### src/rtl/tinker_pkg.sv
// Shared defaults for the tinker pipeline (fetch_unit, instr_mem, decoder_stage).
//   ADDR_W   : instruction word-address width
//   INSTR_W  : instruction width
//   RESET_PC : fetch address loaded on reset
package tinker_pkg;

   localparam int ADDR_W   = 9;
   localparam int INSTR_W  = 32;
   localparam int RESET_PC = 0;

endpackage

### src/rtl/sync_fifo.sv
// Synchronous FIFO, power-of-two depth.
//   clk, rst_n : clock and synchronous active-low reset
//   clr        : synchronous flush (drops all entries)
//   push/wdata : write an entry (caller guarantees not full)
//   pop        : drop the head entry (caller guarantees not empty)
//   rdata      : head entry, valid while !empty
//   count, empty, full : occupancy
module sync_fifo #(
   parameter int WIDTH = 41,
   parameter int DEPTH = 4
) (
   input  logic                     clk,
   input  logic                     rst_n,
   input  logic                     clr,
   input  logic                     push,
   input  logic                     pop,
   input  logic [WIDTH-1:0]         wdata,
   output logic [WIDTH-1:0]         rdata,
   output logic [$clog2(DEPTH):0]   count,
   output logic                     empty,
   output logic                     full
);

   localparam int PTR_W = $clog2(DEPTH);

   logic [PTR_W-1:0] wr_ptr_q, wr_ptr_d;
   logic [PTR_W-1:0] rd_ptr_q, rd_ptr_d;
   logic [PTR_W:0]   count_q, count_d;
   logic [WIDTH-1:0] mem_q [DEPTH];
   logic [WIDTH-1:0] mem_d [DEPTH];

   always_comb begin
      wr_ptr_d = wr_ptr_q;
      rd_ptr_d = rd_ptr_q;
      count_d  = count_q;
      mem_d    = mem_q;
      if (clr) begin
         wr_ptr_d = '0;
         rd_ptr_d = '0;
         count_d  = '0;
      end else begin
         if (push) begin
            mem_d[wr_ptr_q] = wdata;
            wr_ptr_d        = wr_ptr_q + 1'b1;
         end
         if (pop) begin
            rd_ptr_d = rd_ptr_q + 1'b1;
         end
         count_d = count_q + (PTR_W+1)'(push) - (PTR_W+1)'(pop);
      end
   end

   always_ff @(posedge clk) begin
      if (!rst_n) begin
         wr_ptr_q <= '0;
         rd_ptr_q <= '0;
         count_q  <= '0;
      end else begin
         wr_ptr_q <= wr_ptr_d;
         rd_ptr_q <= rd_ptr_d;
         count_q  <= count_d;
      end
   end

   // Storage needs no reset: an entry is only read after it has been pushed.
   always_ff @(posedge clk) begin
      mem_q <= mem_d;
   end

   assign rdata = mem_q[rd_ptr_q];
   assign count = count_q;
   assign empty = (count_q == '0);
   assign full  = (count_q == (PTR_W+1)'(DEPTH));

endmodule

### src/rtl/fetch_unit.sv
// Instruction fetch stage: issues sequential word reads to a synchronous
// instruction memory, buffers {pc, instr} in a FIFO and hands them to decode
// over valid/ready. A redirect flushes everything and restarts at a new PC.
//   clk, rst_n           : clock, synchronous active-low reset
//   redirect_valid/addr  : taken branch/jump, restart fetch at redirect_addr
//   imem_req/addr/rdata  : memory port, rdata returns one cycle after req
//   out_valid/ready      : handshake to decode
//   out_instr, out_pc    : FIFO head entry
module fetch_unit #(
   parameter int          ADDR_W   = tinker_pkg::ADDR_W,
   parameter int          INSTR_W  = tinker_pkg::INSTR_W,
   parameter int          DEPTH    = 4,
   parameter int unsigned RESET_PC = tinker_pkg::RESET_PC
) (
   input  logic               clk,
   input  logic               rst_n,
   input  logic               redirect_valid,
   input  logic [ADDR_W-1:0]  redirect_addr,
   output logic               imem_req,
   output logic [ADDR_W-1:0]  imem_addr,
   input  logic [INSTR_W-1:0] imem_rdata,
   output logic               out_valid,
   input  logic               out_ready,
   output logic [INSTR_W-1:0] out_instr,
   output logic [ADDR_W-1:0]  out_pc
);

   localparam int PTR_W = $clog2(DEPTH);
   localparam int ENT_W = ADDR_W + INSTR_W;

   logic [ADDR_W-1:0] pc_q, pc_d;
   logic [ADDR_W-1:0] inflight_pc_q, inflight_pc_d;
   logic              inflight_q, inflight_d;

   logic              fifo_push, fifo_pop, fifo_empty, fifo_full;
   logic [PTR_W:0]    fifo_count;
   logic [ENT_W-1:0]  fifo_rdata;
   logic              credit_ok;

   always_comb begin
      // Every issued request reserves a FIFO slot, so the response can
      // always be pushed without checking for space.
      credit_ok = !fifo_full && ((32'(fifo_count) + 32'(inflight_q)) < 32'(DEPTH));

      // rst_n gating keeps both handshakes quiet during the reset cycle,
      // even if the registers still hold pre-reset contents.
      imem_req  = rst_n && !redirect_valid && credit_ok;
      imem_addr = pc_q;
      out_valid = rst_n && !redirect_valid && !fifo_empty;

      fifo_push = inflight_q && !redirect_valid;
      fifo_pop  = out_valid && out_ready;

      pc_d          = pc_q;
      inflight_pc_d = inflight_pc_q;
      inflight_d    = 1'b0;
      if (redirect_valid) begin
         pc_d = redirect_addr;
      end else if (imem_req) begin
         pc_d          = pc_q + 1'b1;
         inflight_pc_d = pc_q;
         inflight_d    = 1'b1;
      end
   end

   always_ff @(posedge clk) begin
      if (!rst_n) begin
         pc_q          <= ADDR_W'(RESET_PC);
         inflight_pc_q <= '0;
         inflight_q    <= 1'b0;
      end else begin
         pc_q          <= pc_d;
         inflight_pc_q <= inflight_pc_d;
         inflight_q    <= inflight_d;
      end
   end

   sync_fifo #(
      .WIDTH (ENT_W),
      .DEPTH (DEPTH)
   ) u_fifo (
      .clk   (clk),
      .rst_n (rst_n),
      .clr   (redirect_valid),
      .push  (fifo_push),
      .pop   (fifo_pop),
      .wdata ({inflight_pc_q, imem_rdata}),
      .rdata (fifo_rdata),
      .count (fifo_count),
      .empty (fifo_empty),
      .full  (fifo_full)
   );

   assign out_pc    = fifo_rdata[ENT_W-1 -: ADDR_W];
   assign out_instr = fifo_rdata[INSTR_W-1:0];

endmodule

### config.mk
export PLATFORM = sky130hd
export DESIGN_NAME = fetch_unit
export DESIGN_NICKNAME = d
export VERILOG_FILES = /design/src/rtl/tinker_pkg.sv /design/src/rtl/sync_fifo.sv /design/src/rtl/fetch_unit.sv
export SDC_FILE = /design/constraint.sdc
export NUM_CORES = 1
export LEC_CHECK = 0
export BUFFER_PORTS_ARGS = -buffer_cell sky130_fd_sc_hd__buf_2
export CORE_MARGIN = 10
export CORE_UTILIZATION = 51
export CTS_CLUSTER_SIZE = 40
export DETAILED_ROUTE_END_ITERATION = 10
export PLACE_DENSITY = 0.86
export SYNTH_ARGS = -nofsm -noshare
export SYNTH_HDL_FRONTEND = slang
export SYNTH_SLANG_ARGS = --single-unit
### constraint.sdc
create_clock -name clk -period 2 [get_ports clk]
set_input_delay 0.2 -clock clk [delete_from_list [all_inputs] [get_ports clk]]
set_output_delay 0.2 -clock clk [all_outputs]
set_load 0.01 [all_outputs]
# [Word-level counts from Yosys, hierarchy flattened]
# Index checks and enable logic that the tools add are counted.
[word_totals] reg_bits=190 inputBits=45 output_inout_bits=52 elab_cells=49
[classes] n_addsub=6 magnitude_cmp=4 n_eq_ne=1 n_mux=9 bitwise_logic=4 reduce_logical=15
[op_table] operator="bitwise mux 164 bit" count=1
[op_table] operator="2-to-1 mux 41 bit" count=3
[op_table] operator="binary-select mux 41 bit (select 2 bit)" count=1
[op_table] operator="demux 41 bit (select 2 bit)" count=1
[op_table] operator="2-to-1 mux 9 bit" count=2
[op_table] operator="adder 9 x 1 -> 9 bit (second input constant)" count=1
[op_table] operator="logical AND 1 bit" count=7
[op_table] operator="greater-or-equal comparator 3 bit (second input constant)" count=2
[op_table] operator="NOT 2 -> 3 bit" count=2
[op_table] operator="adder 2 x 1 -> 2 bit (second input constant)" count=2
[op_table] operator="adder 3 x 1 -> 4 bit" count=1
[op_table] operator="less-than comparator 4 x 3 -> 1 bit (second input constant)" count=1
[op_table] operator="AND reduction 2 bit" count=2
[op_table] operator="adder 3 x 1 -> 3 bit" count=1
[op_table] operator="== test 3 bit (second input constant)" count=1
[op_table] operator="logical NOT 1 bit" count=3
[op_table] operator="logical NOT 3 bit" count=1
[op_table] operator="less-than comparator 3 x 1 -> 1 bit (second input constant)" count=1
[op_table] operator="subtractor 3 x 1 -> 3 bit" count=1
[op_table] operator="NOT 1 bit" count=2
[op_table] operator="nonzero test 2 bit" count=1
[op_table] operator="OR reduction 2 bit" count=1
[op_table] operator="2-to-1 mux 1 bit" count=1

# [Longest topological paths before layout]
# Gate-level depths: netlist of the first run.
[depth] word_depth=6 mapped_depth=11 depth_no_buf=9

# [Cells and area by module]
# A second synthesis of the first run with hierarchy kept.
[unflattened] hier_cells=370 area_unflattened_um2=7272.0
[by_module_without_submodules] mod="sync_fifo" instances=1 cells_per_inst=256 area_per_inst_um2=6381.1 seq_area_each_um2=5064.9
[by_module_without_submodules] mod="fetch_unit" instances=1 cells_per_inst=114 area_per_inst_um2=890.9 seq_area_each_um2=380.4

# [Worst setup path before layout of the first run]
# No wires, ideal clock.
[synth_path] path_type="input to register" startpoint="input port redirect_valid" endpoint="register u_fifo.count_q[2] (netlist: u_fifo.count[2])" setup_time_ns=0.128 arrival_time_ns=2.035 t_required_ns=1.872 path_slack_ns=-0.162 stages=11 path_buffers=2 cell_sequence="buf_2 nand2b_1 clkbuf_1 nor3b_1 ha_1 inv_1 ha_1 inv_1 fa_1 xnor2_1 nor2_1"
[synth_via] elab_chain_len=5 elab_cells_between_ends=8 classes_between="2 x add/sub; 6 x reduce/logical"
[synth_lines] element="start, declared" line="fetch_unit.sv:17" text="input logic redirect_valid,"
[synth_lines] element="logical NOT 1 bit" line="fetch_unit.sv:49" text="out_valid = rst_n && !redirect_valid && !fifo_empty;"
[synth_lines] element="logical AND 1 bit (2 in a row)" line="fetch_unit.sv:49"
[synth_lines] element="logical AND 1 bit" line="fetch_unit.sv:52" text="fifo_pop = out_valid && out_ready;"
[synth_lines] element="named net fifo_pop" line="fetch_unit.sv:35" text="logic fifo_push, fifo_pop, fifo_empty, fifo_full;"
[synth_lines] element="subtractor 3 x 1 -> 3 bit" line="sync_fifo.sv:49" text="count_d = count_q + (PTR_W+1)'(push) - (PTR_W+1)'(pop);"
[synth_lines] element="end signal, assigned" line="sync_fifo.sv:61" text="count_q <= count_d;"
[synth_lines] element="end, declared" line="sync_fifo.sv:28" text="logic [PTR_W:0] count_q, count_d;"
# The timed path passes the listed nets, and every way through them passes these cells.
# A chain may end at the register's enable or synchronous reset.

# [Worst setup path in the final report of the first run]
[layout_path] startpoint="register u_fifo.rd_ptr_q[0]" endpoint="output port out_instr[16]"
[layout_via] elab_chain_len=4
[layout_lines] element="start, declared" line="sync_fifo.sv:27" text="logic [PTR_W-1:0] rd_ptr_q, rd_ptr_d;"
[layout_lines] element="start signal, assigned" line="sync_fifo.sv:60" text="rd_ptr_q <= rd_ptr_d;"
[layout_lines] element="NOT 2 -> 3 bit (implied by the code)" line="sync_fifo.sv:70" text="assign rdata = mem_q[rd_ptr_q];"
[layout_lines] element="binary-select mux 41 bit (select 2 bit)" line="sync_fifo.sv:70"
[layout_lines] element="2-to-1 mux 41 bit (implied by the code) (2 in a row)" line="sync_fifo.sv:70"
[layout_lines] element="end, declared" line="fetch_unit.sv:24" text="output logic [INSTR_W-1:0] out_instr,"
# No other way between the ends. The select of a mux whose other input is x is not followed.

==> results of run 1 <==
worst reg2reg max path, delay by kind of cell (launching register included):
kind,cells,cell delay [ns]
adders and majority gates,1,0.20
AOI/OAI and AO/OA,3,0.62
and+or+nand+nor,1,0.51
buffers and inverters,1,0.15
DFF,1,0.36
flip-flops by register name (all words and copies together), names as in the netlist:
| register | cells |
|---|---|
| imem_addr | 9 |
| u_fifo.mem_q | 164 |
| inflight_q | 1 |
| u_fifo.count | 3 |
| inflight_pc_q | 9 |
| u_fifo.wr_ptr_q | 2 |
| u_fifo.rd_ptr_q | 2 |
routing by layer:
layer / share of wire (%) / GRT usage (%)
met5: 0 / 0
met4: 1.3 / 5.33
met3: 6.3 / 5.14
met2: 51 / 23.8
met1: 41 / 17.1
cells by family after synthesis:
group / Yosys count / share of synthesized area (%)
DFF: 190 / 75.3
muxes: 52 / 14.3
buffers and inverters: 25 / 1.47
adders and majority gates: 9 / 1.66
AOI/OAI and AO/OA: 24 / 2.32
and+or+nand+nor: 60 / 4.34
xor gates and xnor gates: 5 / 0.606
power breakdown:
group / switching, uW / internal [uW]
Clock: 1300 / 1840
Sequential: 42.0 / 4360
Combinational: 167 / 180
what timing repair did:
action,in CTS,in global routing
hold endpoints to repair,125,0
hold buffers,32,0
pin swaps,1,0
setup endpoints to repair,6,22
resized for setup,1,19
buffers inserted,1,0
placed cells by master, fill, tap and decap left out, drive strengths merged:
cell type	instances
o31ai	3
a21boi	1
mux4	41
and3b	1
ha	8
o32ai	1
nor2	10
dlygate4sd3	32
nand2b	3
or4	3
nand4	2
and4	1
nor4bb	1
nand3	6
xnor2	5
nor3b	1
or3	2
a21oi	2
a31oi	5
o311a	1
or4b	1
dfxtp	26
nor3	1
clkinv	4
o32a	1
nor2b	1
edfxtp	164
buf	118
o211a	1
and2	4
and3	1
fa	1
inv	8
o21ai	9
nand2	22
mux2i	11
clkbuf	27
worst min path at each step:
stage                                 from                end  slack, ns  depth (start not counted)
after floorplan              imem_rdata[0]    u_fifo.mem_q[0]       0.30                          0
after global placement      imem_rdata[28]  u_fifo.mem_q[151]       0.41                          1
after detailed placement    imem_rdata[28]  u_fifo.mem_q[110]       0.42                          1
after CTS                 redirect_addr[0]       imem_addr[0]       0.02                          3
after global routing      redirect_addr[0]       imem_addr[0]       0.05                          3
final                     redirect_addr[0]       imem_addr[0]       0.04                          3
metrics by stage:
| step | area, um^2 | setup WS [ns] |
|---|---|---|
| CTS | 9030 | 0.00309 |
| detailed placement | 8130 | 0.0134 |
| finish | 9140 | 0.0459 |
| global placement | 8130 | 0.0897 |
| global route | 9140 | -0.0407 |
| floorplan | 7240 | -0.0459 |
area by class of cell:
| class | count | area, um^2 | area share (%) |
|---|---|---|---|
| tap | 180 | 225 | 2.46 |
| multi-input combinational | 150 | 1700 | 18.6 |
| inverter | 7 | 26.3 | 0.288 |
| timing repair buffer | 150 | 1170 | 12.8 |
| sequential | 190 | 5460 | 59.7 |
| clock inverter | 5 | 25.0 | 0.274 |
| clock buffer | 27 | 537 | 5.87 |
==> impl_summary.txt, run 1 <==
----------------------------------------------------
[Routing]
  Drt pass-1 iters ... 4
  Vias/cell ... 5.42
  Via count ... 3844
  Wire length reported by the detailed router ... 13700 um
  Number of violations reported at the end of detailed-routing iteration 0 ... 173
  Post-DR wirelength/cell ... 19.4 um
  Post-route antenna net violation count ... 0
  Number of DRC violations after detailed routing ... 0

[Floorplan]
  Starting utilization of the core area ... 52.1%
  Floorplan die height ... 139 um
  Number of standard-cell rows in the floorplan ... 43
  Ports ... 97
  Die X-Extent ... 139 um
  Area of the die ... 19300 um^2
  Core ar. ... 13900 um^2

[Synth]
  Area share of the largest cell type after synthesis ... 68.1%
  Instance count of the mapped netlist ... 365
  Distinct cell type count after synthesis ... 38
  Top cells by area in the synthesized netlist ... sky130_fd_sc_hd__edfxtp_1, sky130_fd_sc_hd__mux4_2, sky130_fd_sc_hd__dfxtp_1, sky130_fd_sc_hd__mux2i_1, sky130_fd_sc_hd__ha_1
  Commonest register cell after synthesis ... sky130_fd_sc_hd__edfxtp_1
  Count of flip-flops with a built-in enable after synthesis ... 164
  Synth Register Bits ... 190
  Most frequent cell after synthesis ... sky130_fd_sc_hd__edfxtp_1
  Cell area after synthesis ... 7230 um^2
  Cell type with the highest aggregate area in the netlist ... sky130_fd_sc_hd__edfxtp_1
  Share of synthesized area occupied by flip-flops and latches ... 75.3%
  Ys Warns ... 0
  Mean instance size in the synthesized netlist ... 19.8 um^2
  Async set-reset flop share out of synthesis ... 0%
  Synthesized net count ... 419
  Commonest cells in the netlist ... sky130_fd_sc_hd__edfxtp_1, sky130_fd_sc_hd__mux4_2, sky130_fd_sc_hd__dfxtp_1, sky130_fd_sc_hd__nand2_1, sky130_fd_sc_hd__mux2i_1

[STA]
  Clock period minus final worst setup slack ... 1.95 ns
  Finish-stage setup viols ... 0
  Peak clock frequency supported by timing ... 0.512 GHz
  Setup repair after global routing missed its margin ... yes
  Worst Max-Slew Pin Slew ... 0.420 ns
  Final worst-path cycle share ... 97.7%
  Slew margin rel. ... 71.9%
  Final count of hold timing violations ... 0
  Number of pins exceeding their max-slew limit in the final report ... 0
  Post-route worst hold slack ... 0.0429 ns
  Layout Skew ... 0.00712 ns
  Post-Route Setup TNS ... 0 ns

[Critical path]
  Delay of the slowest critical-path stage ... 0.56 ns
  Destination of the critical timing path ... out_instr[16]
  Data required time at the worst endpoint ... 1.80 ns
  Setup slack on the worst flop-to-flop path ... 0.09 ns
  Startpoint type of the worst setup path ... flop
  Critical path endpoint category ... primary output
  Launch point of the worst path ... u_fifo.rd_ptr_q[0]
  Arrival time of data at the critical path endpoint ... 1.75 ns
  Worst-path fanout max ... 24
  Worst-path cell chain ... buf_16, mux4_2, buf_6
  Critical path buffers and inverters ... 2
  Family with the most delay on the worst path ... multiplexers
  FF-to-FF path depth ... 6
  Critical register-to-register path startpoint ... u_fifo.count[2]
  Cell with the biggest individual delay on the critical path ... sky130_fd_sc_hd__mux4_2
  Instance count on the critical path ... 3
  Critical path class ... flop to primary output
  Reg-to-Reg End ... imem_addr[7]

[Power and ir drop]
  PwrDens ... 863 nW/um^2
  Total power after layout ... 7880 uW
  Worst VDD drop ... 0.000551 V
  Cell leakage power ... 0.00320 uW

[Layout]
  Count of placed standard cells in the final layout, fillers left out ... 709
  Final core area utilization ... 65.8%
  Ratio of cells with drive above 1 in the final layout ... 37.4%
  Area Overhead vs Synth ... 26.4%
  NumNets Final ... 570
  Fill count ... 906
  Number of diodes added for antenna fixing ... 0

[Placement]
  Placed insts ... 644
  RePlAce Congestion ... 0.833
  I/O Buffers ... 96
  Detail Placement HPWL ... 9170 um

[Clocking]
  H-tree Lvls ... 4
  TritonCTS Buffers ... 17
  Clock latency reported for the late side of the worst-skew pair ... 0.42 ns
  Worst-path clk slew ... 0.06 ns
  Clock Sinks ... 190
  Clock root buffer ... sky130_fd_sc_hd__clkbuf_16
  Largest buffer count on any clock path ... 2
  TritonCTS clock tree ... done

[Global routing]
  Number of global-route vias before repair ... 4164
  Total track usage ... 14.4%
  Initial antenna violation count ... 0
  Global-route wire length before repair ... 21900 um
  Remaining global-route overflow ... 0
  Pin count of the biggest net entering global routing ... 31

[Flow run]
  Total of max-cap violations ... 0

[Min path]
  Worst hold-check path type ... input pin to flop

[Run status]
  Result of the run ... finished clean

----------------------------------------------------
No activity file was read; power rests on OpenSTA's default activity.
==> run 2, diff against run 1 <==
--- a/config.mk
+++ b/config.mk
@@ -8,8 +8,9 @@
 export BUFFER_PORTS_ARGS = -buffer_cell sky130_fd_sc_hd__buf_2
 export CORE_MARGIN = 10
-export CORE_UTILIZATION = 51
+export CORE_UTILIZATION = 54
+export CTS_BUF_LIST = sky130_fd_sc_hd__clkbuf_2 sky130_fd_sc_hd__clkbuf_4 sky130_fd_sc_hd__clkbuf_8
 export CTS_CLUSTER_SIZE = 40
 export DETAILED_ROUTE_END_ITERATION = 10
-export PLACE_DENSITY = 0.86
+export PLACE_DENSITY = 0.89
 export SYNTH_ARGS = -nofsm -noshare
 export SYNTH_HDL_FRONTEND = slang
==> constraint.sdc (replaced) <==
create_clock -name clk -period 2 [get_ports clk]
set_input_delay 0.3 -clock clk [delete_from_list [all_inputs] [get_ports clk]]
set_output_delay 0.3 -clock clk [all_outputs]
set_load 0.01 [all_outputs]
==> run 2 against run 1 <==
Effect of this change:
- the run now ends with setup timing left
- final cell count shrank 3.5%
- via count grew 1.2%
- design area shrank 2.5%
- worst setup slack lost 0.15 ns
- clock-buffer cell count shrank 9
- global-route usage grew 1.7 points
- non-clock buffer count shrank 21
- critical path type unchanged
- highest routed layer unchanged
==> impl_summary.txt, run 2 (same netlist as run 1, synthesis figures left out) <==
----------------------------------------------------
[Run status]
  Result of the run ... finished with violations (was finished clean)
  Violated checks ... setup timing

[Routing]
  Post-route antenna net violation count ... 0 (unchanged)
  Drt pass-1 iters ... 4 (unchanged)
  Number of violations reported at the end of detailed-routing iteration 0 ... 285 (was 173)
  Vias/cell ... 5.69 (was 5.42)
  Wire length reported by the detailed router ... 14600 um (was 13700 um)
  Number of DRC violations after detailed routing ... 0 (unchanged)
  Via count ... 3892 (was 3844)
  Post-DR wirelength/cell ... 21.4 um (was 19.4 um)

[Power and ir drop]
  Worst VDD drop ... 0.000493 V (was 0.000551 V)
  Cell leakage power ... 0.00310 uW (was 0.00320 uW)
  PwrDens ... 792 nW/um^2 (was 863 nW/um^2)

[Floorplan]
  Number of standard-cell rows in the floorplan ... 42 (was 43)
  Ports ... 97 (unchanged)
  Die X-Extent ... 136 um (was 139 um)
  Starting utilization of the core area ... 54.8% (was 52.1%)
  Floorplan die height ... 136 um (was 139 um)
  Area of the die ... 18400 um^2 (was 19300 um^2)
  Core ar. ... 13200 um^2 (was 13900 um^2)

[STA]
  Final worst-path cycle share ... 105% (was 97.7%)
  Finish-stage setup viols ... 40 (was 0)
  Final count of hold timing violations ... 0 (unchanged)
  Worst-case setup margin in the final layout ... -0.109 ns (was 0.0459 ns)
  Setup repair after global routing missed its margin ... yes (unchanged)
  Slew margin rel. ... 67.2% (was 71.9%)
  Layout Skew ... 0.0110 ns (was 0.00712 ns)
  Peak clock frequency supported by timing ... 0.474 GHz (was 0.512 GHz)
  Number of pins exceeding their max-slew limit in the final report ... 0 (unchanged)
  Clock period minus final worst setup slack ... 2.11 ns (was 1.95 ns)
  Worst Max-Slew Pin Slew ... 0.486 ns (was 0.420 ns)

[Layout]
  Final core area utilization ... 67.6% (was 65.8%)
  Area Overhead vs Synth ... 23.3% (was 26.4%)
  Ratio of cells with drive above 1 in the final layout ... 43.3% (was 37.4%)
  NumNets Final ... 549 (was 570)
  Post-route cell area ... 8910 um^2 (was 9140 um^2)
  Most common cell after layout, fill and taps aside ... sky130_fd_sc_hd__edfxtp_1 (unchanged)
  Commonest cells after routing, fill and taps aside ... sky130_fd_sc_hd__edfxtp_1, sky130_fd_sc_hd__buf_2, sky130_fd_sc_hd__mux4_2 (unchanged)
  Max FFs per register ... 164 (unchanged)
  Number of diodes added for antenna fixing ... 0 (unchanged)
  Top reg by flops ... u_fifo.mem_q (unchanged)

[Clocking]
  Clock root buffer ... sky130_fd_sc_hd__clkbuf_8 (was sky130_fd_sc_hd__clkbuf_16)
  Clock Sinks ... 190 (unchanged)
  TritonCTS clock tree ... done (unchanged)
  Worst-path clk slew ... 0.09 ns (was 0.06 ns)
  TritonCTS Buffers ... 17 (unchanged)
  H-tree Lvls ... 4 (unchanged)
  Largest buffer count on any clock path ... 2 (unchanged)
  Clock latency reported for the late side of the worst-skew pair ... 0.46 ns (was 0.42 ns)

[Placement]
  Total cell area at the placement stage ... 8110 um^2 (was 8130 um^2)
  Detail Placement HPWL ... 9300 um (was 9170 um)
  RePlAce Congestion ... 0.817 (was 0.833)
  I/O Buffers ... 96 (unchanged)

[Min path]
  Hold Crit Endpoint ... u_fifo.mem_q[113] (was imem_addr[0])
  WHS Path Cells ... 1 (was 3)
  Worst hold-check path type ... input pin to flop (unchanged)
  Hold_sp ... imem_rdata[31] (was redirect_addr[0])

[Critical path]
  Arrival time of data at the critical path endpoint ... 1.81 ns (was 1.75 ns)
  Setup slack on the worst flop-to-flop path ... 0.01 ns (was 0.09 ns)
  Critical register-to-register path startpoint ... u_fifo.count[1] (was u_fifo.count[2])
  Worst-path fanout max ... 8 (was 24)
  Most prevalent standard cell on the critical path ... sky130_fd_sc_hd__buf_12
  Critical path endpoint category ... primary output (unchanged)
  Startpoint type of the worst setup path ... flop (unchanged)
  Critical path buffers and inverters ... 3 (was 2)
  Family with the most delay on the worst path ... multiplexers (unchanged)
  Worst-path cell chain ... buf_12, buf_12, mux4_2, buf_6 (was buf_16, mux4_2, buf_6)
  Delay of the slowest critical-path stage ... 0.53 ns (was 0.56 ns)
  Reg-to-Reg End ... u_fifo.count[2] (was imem_addr[7])
  Critical path class ... flop to primary output (unchanged)
  FF-to-FF path depth ... 10 (was 6)
  Cell with the biggest individual delay on the critical path ... sky130_fd_sc_hd__mux4_2 (unchanged)
  Launch point of the worst path ... u_fifo.rd_ptr_q[0] (unchanged)
  Data required time at the worst endpoint ... 1.70 ns (was 1.80 ns)

[Global routing]
  Global-route wire length before repair ... 22500 um (was 21900 um)
  Number of global-route vias before repair ... 4145 (was 4164)
  Total track usage ... 16.1% (was 14.4%)
  Remaining global-route overflow ... 0 (unchanged)
  Pin count of the biggest net entering global routing ... 31 (unchanged)
  Initial antenna violation count ... 0 (unchanged)

[Flow run]
  Total of max-cap violations ... 0 (unchanged)

----------------------------------------------------
[run 2: what timing repair did]
item	in CTS	in global routing
cloned	2	2
gates resized for setup	34	26
buffers inserted	7	5
hold endpoints to repair	0	0
pin swaps	1	5
hold buffers	0	0
endpoints found under the setup margin	42	45
[run 2: cell type report]
cell class	count	area (um^2)
Clock inverter	14	126
Clock buffer	18	241
Inverter	7	26.3
Multi-Input combinational cell	150	1740
Sequential cell	190	5460
Timing Repair Buffer	129	1100
Tap cell	176	220
Fill cell	854	4280
[run 2: power by group]
part	internal [uW]	leakage (uW)	switching [uW]
Sequential	4350	0.00172	46.8
Clock	1100	0.000180	1250
Combinational	156	0.00119	166
Total	5600	0.00310	1460
[run 2: per-stage QoR]
| stage | setup slack, ns | setup TNS [ns] | std cells | total power, uW | hold slack (ns) |
|---|---|---|---|---|---|
| 2_1_floorplan | -0.0199 | -0.0199 | 365 | 4620 | 0.399 |
| 3_3_place_gp | 0.0535 | 0 | 639 | 4750 | 0.477 |
| 3_5_place_dp | -0.0420 | -0.0420 | 639 | 4780 | 0.503 |
| 4_1_cts | -0.193 | -5.45 | 680 | 7100 | 0.0208 |
| 5_1_grt | -0.183 | -6.26 | 684 | 7310 | 0.0323 |
| 6_report | -0.109 | -3.23 | 684 | 7060 | 0.0596 |
[run 2: worst max-delay path by stage]
stage	endpoint	slack (ns)	cells after the start
finish	out_instr[13]	-0.11	4
floorplan	u_fifo.count[2]	-0.02	11
CTS	out_instr[31]	-0.19	4
global placement	u_fifo.count[2]	0.05	10
detailed placement	u_fifo.count[2]	-0.04	10
global route	out_pc[3]	-0.18	4
[run 2: metal layers]
layer / track usage (%) / wire length [um] / vias up
li1: - / - / 1725
met5: 0 / 0 / -
met2: 26.9 / 7650 / 145
met3: 4.78 / 909 / 26
met4: 5.80 / 266 / 0
met1: 19.5 / 5790 / 1996
==> run 3, diff against run 2 <==
- ABC_AREA: unset -> 1
==> run 3 against run 2 <==
Effect of this change:
- utilization down 1.5 points
- the run now ends clean
- synthesized cell count up 65%
- via count up 36%
- global-route usage up 1.8 points
- sequential power about the same
- combinational power about the same
- sequential share of layout area up 0.56 points
==> impl_summary.txt, run 3 <==
----------------------------------------------------
[Layout]
  Number of diodes added for antenna fixing ... 0 (unchanged)
  Post-route cell area ... 8830 um^2 (was 8910 um^2)
  Ratio of cells with drive above 1 in the final layout ... 24.2% (was 43.3%)
  Top reg by flops ... u_fifo.mem_q (unchanged)
  Fill count ... 937 (was 854)
  Area Overhead vs Synth ... 18.9% (was 23.3%)
  Max FFs per register ... 164 (unchanged)
  Most common cell after layout, fill and taps aside ... sky130_fd_sc_hd__edfxtp_1 (unchanged)
  NumNets Final ... 768 (was 549)
  Final core area utilization ... 66.1% (was 67.6%)
  Commonest cells after routing, fill and taps aside ... sky130_fd_sc_hd__edfxtp_1, sky130_fd_sc_hd__nor2_1, sky130_fd_sc_hd__buf_2 (was sky130_fd_sc_hd__edfxtp_1, sky130_fd_sc_hd__buf_2, sky130_fd_sc_hd__mux4_2)

[STA]
  Setup repair after global routing missed its margin ... yes (unchanged)
  Finish-stage setup viols ... 0 (was 40)
  Slew margin rel. ... 74.0% (was 67.2%)
  Post-Route Setup TNS ... 0 ns (was -3.23 ns)
  Final count of hold timing violations ... 0 (unchanged)
  Worst Max-Slew Pin Slew ... 0.390 ns (was 0.486 ns)
  Final worst-path cycle share ... 99.0% (was 105%)
  Clock period minus final worst setup slack ... 1.98 ns (was 2.11 ns)
  Layout Skew ... 0.0159 ns (was 0.0110 ns)
  Peak clock frequency supported by timing ... 0.505 GHz (was 0.474 GHz)
  Number of pins exceeding their max-slew limit in the final report ... 0 (unchanged)

[Placement]
  Detail Placement HPWL ... 11000 um (was 9300 um)
  RePlAce Congestion ... 0.837 (was 0.817)
  I/O Buffers ... 96 (unchanged)
  Total cell area at the placement stage ... 8290 um^2 (was 8110 um^2)

[Synth]
  Synthesized net count ... 655 (was 419)
  Share of synthesized area occupied by flip-flops and latches ... 73.3% (was 75.3%)
  Instance count of the mapped netlist ... 601 (was 365)
  Commonest cells in the netlist ... sky130_fd_sc_hd__edfxtp_1, sky130_fd_sc_hd__nor2_1, sky130_fd_sc_hd__o21ai_0, sky130_fd_sc_hd__nand2_1, sky130_fd_sc_hd__o22ai_1 (was sky130_fd_sc_hd__edfxtp_1, sky130_fd_sc_hd__mux4_2, sky130_fd_sc_hd__dfxtp_1, sky130_fd_sc_hd__nand2_1, sky130_fd_sc_hd__mux2i_1)
  Cell type with the highest aggregate area in the netlist ... sky130_fd_sc_hd__edfxtp_1 (unchanged)
  Distinct cell type count after synthesis ... 25 (was 38)
  Ys Warns ... 0 (unchanged)
  Mean instance size in the synthesized netlist ... 12.4 um^2 (was 19.8 um^2)
  Most frequent cell after synthesis ... sky130_fd_sc_hd__edfxtp_1 (unchanged)
  Commonest register cell after synthesis ... sky130_fd_sc_hd__edfxtp_1 (unchanged)
  Synth Register Bits ... 190 (unchanged)
  Area share of the largest cell type after synthesis ... 66.3% (was 68.1%)
  Async set-reset flop share out of synthesis ... 0% (unchanged)
  Top cells by area in the synthesized netlist ... sky130_fd_sc_hd__edfxtp_1, sky130_fd_sc_hd__dfxtp_1, sky130_fd_sc_hd__o21ai_0, sky130_fd_sc_hd__nor2_1, sky130_fd_sc_hd__o22ai_1 (was sky130_fd_sc_hd__edfxtp_1, sky130_fd_sc_hd__mux4_2, sky130_fd_sc_hd__dfxtp_1, sky130_fd_sc_hd__mux2i_1, sky130_fd_sc_hd__ha_1)
  Cell area after synthesis ... 7430 um^2 (was 7230 um^2)
  Count of flip-flops with a built-in enable after synthesis ... 164 (unchanged)

[Clocking]
  H-tree Lvls ... 4 (unchanged)
  Worst-path clk slew ... 0.09 ns (about the same)
  Largest buffer count on any clock path ... 2 (unchanged)
  Clock root buffer ... sky130_fd_sc_hd__clkbuf_8 (unchanged)
  Clock latency reported for the late side of the worst-skew pair ... 0.45 ns (was 0.46 ns)
  Clock Sinks ... 190 (unchanged)
  TritonCTS clock tree ... done (unchanged)
  TritonCTS Buffers ... 17 (unchanged)

[Run status]
  Result of the run ... finished clean (was finished with violations)

[Global routing]
  Global-route wire length before repair ... 26100 um (was 22500 um)
  Pin count of the biggest net entering global routing ... 45 (was 31)
  Total track usage ... 17.9% (was 16.1%)
  Initial antenna violation count ... 1 (was 0)
  Number of global-route vias before repair ... 5214 (was 4145)
  Remaining global-route overflow ... 0 (unchanged)

[Critical path]
  Critical path endpoint category ... primary output (unchanged)
  Startpoint type of the worst setup path ... flop (unchanged)
  Worst-path fanout max ... 18 (was 8)
  Critical path class ... flop to primary output (unchanged)
  Data required time at the worst endpoint ... 1.70 ns (about the same)
  Arrival time of data at the critical path endpoint ... 1.68 ns (was 1.81 ns)
  FF-to-FF path depth ... 11 (was 10)

[Power and ir drop]
  Worst VDD drop ... 0.000524 V (was 0.000493 V)
  Cell leakage power ... 0.00325 uW (was 0.00310 uW)
  PwrDens ... 781 nW/um^2 (was 792 nW/um^2)

[Routing]
  Post-DR wirelength/cell ... 19.5 um (was 21.4 um)
  Number of DRC violations after detailed routing ... 0 (unchanged)
  Via count ... 5274 (was 3892)
  Number of violations reported at the end of detailed-routing iteration 0 ... 474 (was 285)
  Post-route antenna net violation count ... 0 (unchanged)
  Drt pass-1 iters ... 5 (was 4)
  Vias/cell ... 5.84 (was 5.69)
  Wire length reported by the detailed router ... 17600 um (was 14600 um)

[Floorplan]
  Core ar. ... 13300 um^2 (was 13200 um^2)
  Ports ... 97 (unchanged)
  Starting utilization of the core area ... 55.6% (was 54.8%)
  Number of standard-cell rows in the floorplan ... 42 (unchanged)
  Die X-Extent ... 137 um (was 136 um)
  Area of the die ... 18800 um^2 (was 18400 um^2)
  Floorplan die height ... 137 um (was 136 um)

[Flow run]
  Total of max-cap violations ... 0 (unchanged)

[Min path]
  WHS Path Cells ... 1 (unchanged)
  Worst hold-check path type ... input pin to flop (unchanged)

----------------------------------------------------
run 3: report_power, final:
group / internal [uW] / switching [uW]
Clock: 845 / 1320
Combinational: 123 / 201
Sequential: 4360 / 47.3
run 3: what timing repair did:
item                                    4_1_cts  5_1_grt
endpoints found under the setup margin       10       23
hold buffers                                  0        0
pin swaps                                     1        3
gates cloned                                  1        3
setup buffers                                 0        1
resized for setup                             5       25
run 3: kinds of logic (layout without fill, tap and decap cells):
logic type	after synthesis	in the layout	share of synthesized area (%)
compound gates	153	153	11.0
xor+xnor	2	2	0.236
fa+ha+maj	9	9	1.62
buf+inv	60	186	3.30
flops	190	190	73.3
simple gates	187	187	10.5
run 3: worst max-delay path: stages, from the launching register on:
cell and delay, ns:
sky130_fd_sc_hd__dfxtp_4 0.39, sky130_fd_sc_hd__clkinvlp_4 0.16, sky130_fd_sc_hd__buf_12 0.17, sky130_fd_sc_hd__o21ai_1 0.08, sky130_fd_sc_hd__o22ai_1 0.24, sky130_fd_sc_hd__buf_2 0.19
run 3: final timing paths:
check / startpoint / end / slack [ns]
min reg2reg: inflight_pc_q[1] / u_fifo.mem_q[74] / 0.52
min: imem_rdata[20] / u_fifo.mem_q[61] / 0.07
max reg2reg: u_fifo.count[0] / u_fifo.count[2] / 0.14
max: u_fifo.rd_ptr_q[1] / out_pc[4] / 0.02
run 3: per-stage QoR:
step	worst slack, ns	total power (uW)	std cells	hold WS, ns
after global placement	0.178	4790	866	0.473
after floorplan	-0.145	4640	601	0.399
after detailed placement	0.124	4810	866	0.502
after global routing	-0.0504	7100	903	0.0408
after CTS	-0.0215	6900	899	0.0381
final	0.0205	6890	903	0.0672
run 3: per-layer routing:
metal | routed length, um | GRT usage (%) | vias up
met2 | 8910 | 30.2 | 291
li1 | - | - | 2389
met1 | 6650 | 20.6 | 2559
met3 | 1760 | 6.70 | 33
met4 | 276 | 6.21 | 2
met5 | 13 | 0 | -
run 3: layout make-up:
class / count / area (um^2) / share of cell area, %
Sequential cell: 190 / 5450 / 61.8
Multi-Input combinational cell: 351 / 1800 / 20.4
Clock inverter: 15 / 101 / 1.15
Timing Repair Buffer: 125 / 903 / 10.2
Clock buffer: 17 / 234 / 2.65
Tap cell: 176 / 220 / 2.50
Inverter: 29 / 115 / 1.30
